$ cat src/rtl/stream_decimator.sv
// -----------------------------------------------------------------------------
// stream_decimator
//
// Block-averaging decimator for a signed sample stream. Every DECIM accepted
// input samples are summed and divided by DECIM with an arithmetic shift. The
// result is tagged with a 16-bit sequence number and pushed into a small
// first-word-fall-through output FIFO. A stalled consumer back-pressures the
// producer only on the final sample of a block, so no sample is ever lost.
//
// Build option:
//   STREAM_DECIMATOR_ROUND_EN  defined   -> result rounds half toward +inf
//                              undefined -> result is floor(sum / DECIM)
//
// Ports:
//   clk         rising-edge clock
//   rst_n       asynchronous active-low reset
//   flush       1-cycle pulse, drops the partial block (FIFO and seq kept)
//   in_valid    input sample valid
//   in_ready    input sample accepted when in_valid && in_ready
//   in_data     signed input sample, DW bits
//   out_valid   FIFO head valid
//   out_ready   consumer pops the head when out_valid && out_ready
//   out_data    signed averaged sample at the FIFO head
//   out_seq     sequence number of the FIFO head
//   fifo_level  number of occupied FIFO entries
// -----------------------------------------------------------------------------
module stream_decimator #(
    parameter int DW         = 17,
    parameter int DECIM      = 4,
    parameter int FIFO_DEPTH = 4
) (
    input  logic                        clk,
    input  logic                        rst_n,
    input  logic                        flush,
    input  logic                        in_valid,
    output logic                        in_ready,
    input  logic [DW-1:0]               in_data,
    output logic                        out_valid,
    input  logic                        out_ready,
    output logic [DW-1:0]               out_data,
    output logic [15:0]                 out_seq,
    output logic [$clog2(FIFO_DEPTH):0] fifo_level
);

    localparam int LG    = $clog2(DECIM);
    localparam int AW    = $clog2(FIFO_DEPTH);
    localparam int ACC_W = DW + LG;
    localparam int LVL_W = AW + 1;

    localparam logic [LG-1:0]    PHASE_LAST = LG'(DECIM - 1);
    localparam logic [LG-1:0]    PHASE_ONE  = LG'(1'b1);
    localparam logic [AW-1:0]    PTR_ONE    = AW'(1'b1);
    localparam logic [LVL_W-1:0] LVL_ONE    = LVL_W'(1'b1);
    localparam logic [LVL_W-1:0] LVL_FULL   = LVL_W'(FIFO_DEPTH);
`ifdef STREAM_DECIMATOR_ROUND_EN
    // Half of one LSB of the shifted result, added before the shift.
    localparam logic [ACC_W:0]   RND_BIAS   = (ACC_W + 1)'(1'b1) << (LG - 1);
`endif

    // Sign-extend one input sample to accumulator width.
    function automatic logic signed [ACC_W-1:0] sext_sample(input logic [DW-1:0] s);
        return ACC_W'($signed(s));
    endfunction

    // State
    logic signed [ACC_W-1:0] acc_q, acc_d;
    logic [LG-1:0]           phase_q, phase_d;
    logic [15:0]             seq_q, seq_d;
    logic [DW-1:0]           data_mem_q [FIFO_DEPTH];
    logic [DW-1:0]           data_mem_d [FIFO_DEPTH];
    logic [15:0]             seq_mem_q  [FIFO_DEPTH];
    logic [15:0]             seq_mem_d  [FIFO_DEPTH];
    logic [AW-1:0]           wr_ptr_q, wr_ptr_d;
    logic [AW-1:0]           rd_ptr_q, rd_ptr_d;
    logic [LVL_W-1:0]        level_q, level_d;
    logic                    valid_q, valid_d;

    // Combinational intermediates
    logic                    fifo_full_s;
    logic                    final_s;
    logic                    pop_s;
    logic                    in_ready_s;
    logic                    accept_s;
    logic                    push_s;
    logic signed [ACC_W-1:0] sum_s;
    logic [DW-1:0]           result_s;
`ifdef STREAM_DECIMATOR_ROUND_EN
    logic signed [ACC_W:0]   sum_rnd_s;
    logic                    unused_rnd_bits_s;
`endif

    // Handshake: only the final sample of a block needs FIFO room; a pop in the
    // same cycle frees the slot, so a full FIFO being drained still accepts.
    always_comb begin
        fifo_full_s = (level_q == LVL_FULL);
        final_s     = (phase_q == PHASE_LAST);
        pop_s       = valid_q && out_ready;
        if (flush) begin
            in_ready_s = 1'b0;
        end else begin
            in_ready_s = !final_s || !fifo_full_s || pop_s;
        end
        accept_s = in_valid && in_ready_s;
        push_s   = accept_s && final_s;
    end

    // Block sum and scaled result. Taking bits [LG +: DW] of the sum is the
    // low DW bits of an arithmetic right shift by LG.
    always_comb begin
        sum_s = acc_q + sext_sample(in_data);
`ifdef STREAM_DECIMATOR_ROUND_EN
        // One extra bit keeps the biased max-positive sum from wrapping.
        sum_rnd_s         = {sum_s[ACC_W-1], sum_s} + RND_BIAS;
        result_s          = sum_rnd_s[LG +: DW];
        unused_rnd_bits_s = ^{sum_rnd_s[ACC_W], sum_rnd_s[LG-1:0]};
`else
        result_s          = sum_s[LG +: DW];
`endif
    end

    // Accumulator, phase and sequence counter next state.
    always_comb begin
        acc_d   = acc_q;
        phase_d = phase_q;
        seq_d   = seq_q;
        if (flush) begin
            acc_d   = {ACC_W{1'b0}};
            phase_d = {LG{1'b0}};
        end else if (accept_s) begin
            if (final_s) begin
                acc_d   = {ACC_W{1'b0}};
                phase_d = {LG{1'b0}};
                seq_d   = seq_q + 16'd1;
            end else begin
                acc_d   = sum_s;
                phase_d = phase_q + PHASE_ONE;
            end
        end else begin
            acc_d   = acc_q;
            phase_d = phase_q;
        end
    end

    // Output FIFO next state; pointers wrap naturally since depth is 2**AW.
    always_comb begin
        data_mem_d = data_mem_q;
        seq_mem_d  = seq_mem_q;
        wr_ptr_d   = wr_ptr_q;
        rd_ptr_d   = rd_ptr_q;
        if (push_s) begin
            data_mem_d[wr_ptr_q] = result_s;
            seq_mem_d[wr_ptr_q]  = seq_q;
            wr_ptr_d             = wr_ptr_q + PTR_ONE;
        end else begin
            wr_ptr_d = wr_ptr_q;
        end
        if (pop_s) begin
            rd_ptr_d = rd_ptr_q + PTR_ONE;
        end else begin
            rd_ptr_d = rd_ptr_q;
        end
        case ({push_s, pop_s})
            2'b10:   level_d = level_q + LVL_ONE;
            2'b01:   level_d = level_q - LVL_ONE;
            default: level_d = level_q;
        endcase
        valid_d = (level_d != {LVL_W{1'b0}});
    end

    // State registers with asynchronous reset.
    always_ff @(posedge clk or negedge rst_n) begin
        if (!rst_n) begin
            acc_q    <= {ACC_W{1'b0}};
            phase_q  <= {LG{1'b0}};
            seq_q    <= 16'd0;
            wr_ptr_q <= {AW{1'b0}};
            rd_ptr_q <= {AW{1'b0}};
            level_q  <= {LVL_W{1'b0}};
            valid_q  <= 1'b0;
            for (int i = 0; i < FIFO_DEPTH; i++) begin
                data_mem_q[i] <= {DW{1'b0}};
                seq_mem_q[i]  <= 16'd0;
            end
        end else begin
            acc_q      <= acc_d;
            phase_q    <= phase_d;
            seq_q      <= seq_d;
            wr_ptr_q   <= wr_ptr_d;
            rd_ptr_q   <= rd_ptr_d;
            level_q    <= level_d;
            valid_q    <= valid_d;
            data_mem_q <= data_mem_d;
            seq_mem_q  <= seq_mem_d;
        end
    end

    assign in_ready   = in_ready_s;
    assign out_valid  = valid_q;
    assign out_data   = data_mem_q[rd_ptr_q];
    assign out_seq    = seq_mem_q[rd_ptr_q];
    assign fifo_level = level_q;

endmodule
$ cat config.mk
export PLATFORM = sky130hd
export DESIGN_NAME = stream_decimator
export DESIGN_NICKNAME = d
export VERILOG_FILES = /design/src/rtl/stream_decimator.sv
export SDC_FILE = /design/constraint.sdc
export NUM_CORES = 1
export LEC_CHECK = 0
export CAP_MARGIN = 5
export CORE_MARGIN = 2
export CORE_UTILIZATION = 35
export DETAILED_ROUTE_END_ITERATION = 16
export MAX_ROUTING_LAYER = met4
export RECOVER_POWER = 25
export SLEW_MARGIN = 25
export SYNTH_ARGS = -nofsm -noshare
export SYNTH_HDL_FRONTEND = slang
export SYNTH_SLANG_ARGS = --single-unit
$ cat constraint.sdc
create_clock -name clk -period 3.6 [get_ports clk]
set_input_delay 0.36 -clock clk [delete_from_list [all_inputs] [get_ports clk]]
set_output_delay 0.36 -clock clk [all_outputs]
set_load 0.05 [all_outputs]
Word-level counts from Yosys, hierarchy flattened
Cells that the tools add are included.
- register bits: 177
- memories: 0
- bits of input ports: 22
- output and inout bits: 38
- memory bits (writable): 0
- ROM bits: 0
- bits in latches: 0
- word-level logic and storage cells: 63
- multiply operators: 0
- reductions and logical operators: 11
- divide/modulo/power cells: 0
- $lt $le $gt $ge: 3
- add/subtract/negate cells: 7
- equal/unequal tests: 4
- muxes and demuxes: 20
- shift-type cells: 0
- bitwise operators: 3
- operators by type and width (kind ; count):
    bitwise mux 68 bit ; 1
    bitwise mux 64 bit ; 1
    2-to-1 mux 19 bit ; 3
    2-to-1 mux 17 bit ; 3
    2-to-1 mux 16 bit ; 3
    binary-select mux 17 bit (select 2 bit) ; 1
    demux 17 bit (select 2 bit) ; 1
    binary-select mux 16 bit (select 2 bit) ; 1
    demux 16 bit (select 2 bit) ; 1
    adder 19 x 17 -> 19 bit ; 1
    adder 16 x 1 -> 16 bit (second input constant) ; 1
    adder 2 x 1 -> 2 bit (second input constant) ; 3
    greater-or-equal comparator 3 bit (second input constant) ; 2
    2-to-1 mux 2 bit ; 3
    NOT 2 -> 3 bit ; 2
    one-hot mux 3 bit (2 select lines) ; 1
    == test 2 bit (second input constant) ; 2
    logical AND 1 bit ; 4
    adder 3 x 1 -> 3 bit (second input constant) ; 1
    == test 3 bit (second input constant) ; 1
    less-than comparator 3 x 1 -> 1 bit (second input constant) ; 1
    AND reduction 3 bit ; 1
    nonzero test 3 bit ; 1
    subtractor 3 x 1 -> 3 bit (second input constant) ; 1
    other kinds (6) ; 8

Logic depth before layout (Yosys ltp)
- depth in word-level cells: 10
- gate-level depth with buffers: 13
- gate-level depth less buffers: 11

Worst setup path after synthesis
Ideal clock, no wire load.
- path kind: register to register
- start point: reg valid_q (netlist: out_valid)
- end point: reg valid_q (netlist: out_valid)
- setup slack: 609 ps
- period minus slack after synthesis: 2991 ps
- data required time: 3469 ps
- cell stages (with the launch flop): 14
- arrival time: 2860 ps
- cells stage by stage: dfrtp_1 -> and2_1 -> clkbuf_1 -> o2111a_1 -> buf_2 -> buf_1 -> inv_1 -> ha_1 -> inv_1 -> fa_1 -> xor2_1 -> nor2_1 -> xor2_1 -> or3_1
- word-level cells in the longest chain between the ends: 8
- elaborated cells on any way between the ends: 9
- those cells by class: eq/ne (2); mux (2); reduce/logical (5)
- RTL lines (item ; RTL line ; text):
    start: declaration ; 76 ; logic valid_q, valid_d;
    start signal: assignment ; 191 ; valid_q <= valid_d;
    logical AND 1 bit * ; 97 ; pop_s = valid_q && out_ready;
    logical OR 1 bit ; 101 ; in_ready_s = !final_s || !fifo_full_s || pop_s;
    2-to-1 mux 1 bit ; 98 ; if (flush) begin
    logical AND 1 bit ; 103 ; accept_s = in_valid && in_ready_s;
    logical AND 1 bit ; 104 ; push_s = accept_s && final_s;
    == test 2 x 1 -> 1 bit or == test 2 bit (tied branches) ; 162 ; case ({push_s, pop_s})
    one-hot mux 3 bit (2 select lines) * ; 162 ;
    via level_d[2] ; 75 ; logic [LVL_W-1:0] level_q, level_d;
    nonzero test 3 bit * ; 167 ; valid_d = (level_d != {LVL_W{1'b0}});
    via valid_d ; 76 ;
Mark *: on every way through the listed nets, which the timed path passes. The rest lies on a longest branch.
A chain may end at the register's enable or synchronous reset.

Final worst setup path
- start point: reg rd_ptr_q[0]
- end point: out out_data[12]
- word-level cells in the longest chain between the ends: 4
- RTL lines (item ; RTL line ; text):
    start: declaration ; 74 ; logic [AW-1:0] rd_ptr_q, rd_ptr_d;
    start signal: assignment ; 177 ; rd_ptr_q <= {AW{1'b0}};
    start signal: assignment ; 189 ; rd_ptr_q <= rd_ptr_d;
    NOT 2 -> 3 bit (implied by the code) ; 199 ; assign out_data = data_mem_q[rd_ptr_q];
    binary-select mux 17 bit (select 2 bit) ; 199 ;
    2-to-1 mux 17 bit (implied by the code) (2 in a row) ; 199 ;
    end: declaration ; 40 ; output logic [DW-1:0] out_data,
No other way between the ends. The select of a mux whose other input is x is not followed.

==> impl_metrics.tcl <==
set metrics [dict create \
    pwr-share-clk_pct 32.8 \
    maxCapViolCount 1 \
    nFillCells 2373 \
    fmax_mhz 341 \
    avgSynthCellArea_um2 10.3 \
    drtAntennaViolNets 0 \
    switching_share_pct 35.0 \
    cp-startpoint "rd_ptr_q[0]$_DFFE_PN0N_" \
    worst_pin_slew_ns 2.13 \
    hold_viol_final 0 \
    slowest_stage "clkdlybuf4s50_1" \
    overflow 0 \
    async_flop_share_pct 100 \
    crit_chain "buf_4 -> mux4_2 -> clkdlybuf4s50_1" \
    r2r_slack_ns 0.83 \
    postSynthRegisterBits 177 \
    grt_pass1_vias 6487 \
    skew_ns 0.0136 \
    hold_depth 2 \
    pre_cts_ws_ns 0.424 \
    ys_seq_area_share_pct 50.5 \
    hpwlAfterDp_mm 14.3 \
    synth_edf_count 0 \
    cts_sinks 177 \
    reg2reg_from "acc_q[0]$_DFFE_PN0P_" \
    port_buffers 59 \
    clockRootBuffer "clkbuf_16" \
    ys.flop_type "dfrtp_1" \
    p_leak_nw 4.84 \
    drtIter0Drc 393 \
    yosysMostFrequentCell "nand2_1" \
    ir_drop_mv 0.254 \
    violations "capacitance limit, slew limit" \
    synth-warning-count 0 \
    ys_top_cells_by_area "dfrtp_1 (50%), nand2_1 (10%), mux4_2 (8.5%)" \
    crit_fanout 22 \
    critPathArrivalTime_ns 2.57 \
    maxSlewViolCount 82 \
    power_density_nw_per_um2 544 \
    fp.dieArea_um2 26400 \
    comb_power_share_pct 27.6 \
    cp_slowest_stage_delay_ns 0.73 \
    synthCells 853 \
    cts_buffer_depth 2 \
    num_antenna_cells 0 \
    grt_pass1_wl_mm 35.1 \
    ys_types 64 \
    drive_above_1_share_pct 13.4 \
    cts_buffers 17 \
    worstPathRequired_ns 3.24 \
    maxSlewHeadroom_pct -41.7 \
    clk_pin_slew_ns 0.08 \
    reg2reg_depth 8 \
    synthTopCellsByCount "nand2_1 (236), dfrtp_1 (177), o21ai_0 (79)" \
    fin_nets 953 \
    syn-num-nets 902 \
    worstHoldStart "seq_mem_q[3]$_DFFE_PN0P_" \
    synth_area_um2 8780 \
    die_h_um 162 \
    setup_slack_ns 0.669 \
    synth_top_area_share_pct 50.5 \
    intPower_mw 3.65 \
    placed_area_um2 9740 \
    endpoint_kind "output pin" \
    setup-tns-final_ns 0 \
    dr_total_vias 6390 \
    rows 57 \
    postCtsResizedCells 0 \
    outcome "finished with violations" \
    yosysTopAreaCell "dfrtp_1" \
    met1_usage_pct 23.5 \
    grt.total_usage_pct 17.5 \
    io-pin-count 60 \
    drc 0 \
    tritoncts "built" \
    min_to "seq_mem_q[3]$_DFFE_PN0P_" \
    reg2reg_to "data_mem_q[33]$_DFFE_PN0P_" \
    period_share_pct 81.4 \
    clock_latency_ns 0.45 \
    die_w_um 162 \
    worstSetupStartpointType "flip-flop" \
    seqPwrFrac_pct 39.6 \
    global_route.usage.met3_pct 2.52 \
    grt_max_degree 82 \
    initial_core_util_pct 35.9 \
    path_class "flip-flop to output pin" \
    coreArea_um2 24500 \
    drt-vias-per-instance 5.15 \
    post-route-util_pct 42.2 \
    antenna_found_initial 0 \
    rsz0062_at_grt "false" \
    post-route-cell-area_um2 10300 \
    layout_min_cycle_time_ns 2.93 \
    finalSetupViolations 0 \
    routabilityCongestion 0.841 \
    htreeDepth 4 \
    routed_wl_mm 20.9 \
    wl_per_cell_um 16.8 \
    power_switching_mw 1.97 \
    hp-class "flip-flop to flip-flop" \
    busiest_layer "met2" \
    area_delta_synth_final_pct 17.6 \
    firstDrtPassIters 4 \
    grt_use_met2_pct 27.2 \
]
-- placed cells by master, fill, tap and decap left out, types with 9 or more instances in the layout --
cell and n:
nand2_1 236, dfrtp_1 176, o21ai_0 79, clkdlybuf4s50_1 58, mux4_2 33, nor2_1 31
ha_1 25, buf_4 24, mux2_2 21, clkbuf_16 17, a21oi_1 16, xor2_1 14
xnor2_1 14, inv_1 12, a21o_1 10, nor3_1 9, nand4_1 9
-- final cells by class --
class / instances / area [um2] / share of cell area, %
clock buffer: 17 / 425 / 4.12
clock inverter: 15 / 159 / 1.54
inverter: 12 / 45.0 / 0.436
multi-input combinational: 610 / 4080 / 39.5
sequential: 177 / 4430 / 42.9
tap: 324 / 405 / 3.93
timing repair buffer: 86 / 785 / 7.60
-- registers in the layout (all words and copies together) (netlist names) --
| register | flops |
|---|---|
| acc_q | 19 |
| data_mem_q | 68 |
| fifo_level | 3 |
| out_valid | 1 |
| phase_q | 2 |
| rd_ptr_q | 2 |
| seq_mem_q | 64 |
| seq_q | 16 |
| wr_ptr_q | 2 |
-- metrics by stage --
stage,power [mW],hold WS [ns],std cells
floorplan,3.34,0.0644,853
global placement,3.82,0.455,1208
detailed placement,3.83,0.457,1208
CTS,5.69,0.478,1241
global route,5.92,0.487,1241
finish,5.62,0.474,1241
-- worst max-delay path: cells and delay by family (launching register included) --
family | cells | cell delay (ns)
buffers and inverters | 2 | 1.14
DFF | 1 | 0.36
muxes | 1 | 0.62
-- routing by layer --
metal	wire (um)	up-vias
met2	9860	106
met4	418	0
met1	10000	3171
met3	548	23
met5	0	-
li1	-	3090
-- power by group through the flow --
| stage | Clock (mW) | Combinational (mW) | Sequential [mW] |
|---|---|---|---|
| 5_1_grt | 1.97 | 1.70 | 2.25 |
| 4_1_cts | 1.89 | 1.57 | 2.23 |
| 3_3_place_gp | 0 | 1.55 | 2.26 |
| 3_5_place_dp | 0 | 1.57 | 2.27 |
| 2_1_floorplan | 0 | 1.03 | 2.31 |
| 6_report | 1.84 | 1.55 | 2.23 |
-- cell families (layout without fill, tap and decap cells) --
logic type	count (synthesis)	count (layout)	synth area share [%]
xor+xnor	28	28	2.79
flops	177	177	50.5
compound gates	162	162	11.6
simple gates	338	338	16.7
buf+inv	66	130	3.11
mux	55	55	11.3
fa+ha+maj	27	27	4.02
-- how the worst max path moves through the flow --
stage	cells after the start	end
floorplan	13	out_valid$_DFF_PN0_
global placement	9	data_mem_q[33]$_DFFE_PN0P_
detailed placement	9	data_mem_q[33]$_DFFE_PN0P_
CTS	3	out_data[14]
global route	3	acc_q[7]$_DFFE_PN0P_
finish	3	out_data[12]
-- what timing repair did --
| item | CTS | global route |
|---|---|---|
| endpoints found under the hold margin | 5 | 0 |
| hold buffers | 1 | 0 |
| buffers inserted | 0 | 0 |
| setup endpoints to repair | 0 | 0 |
Note: power is estimated with default switching activity, not from simulation.
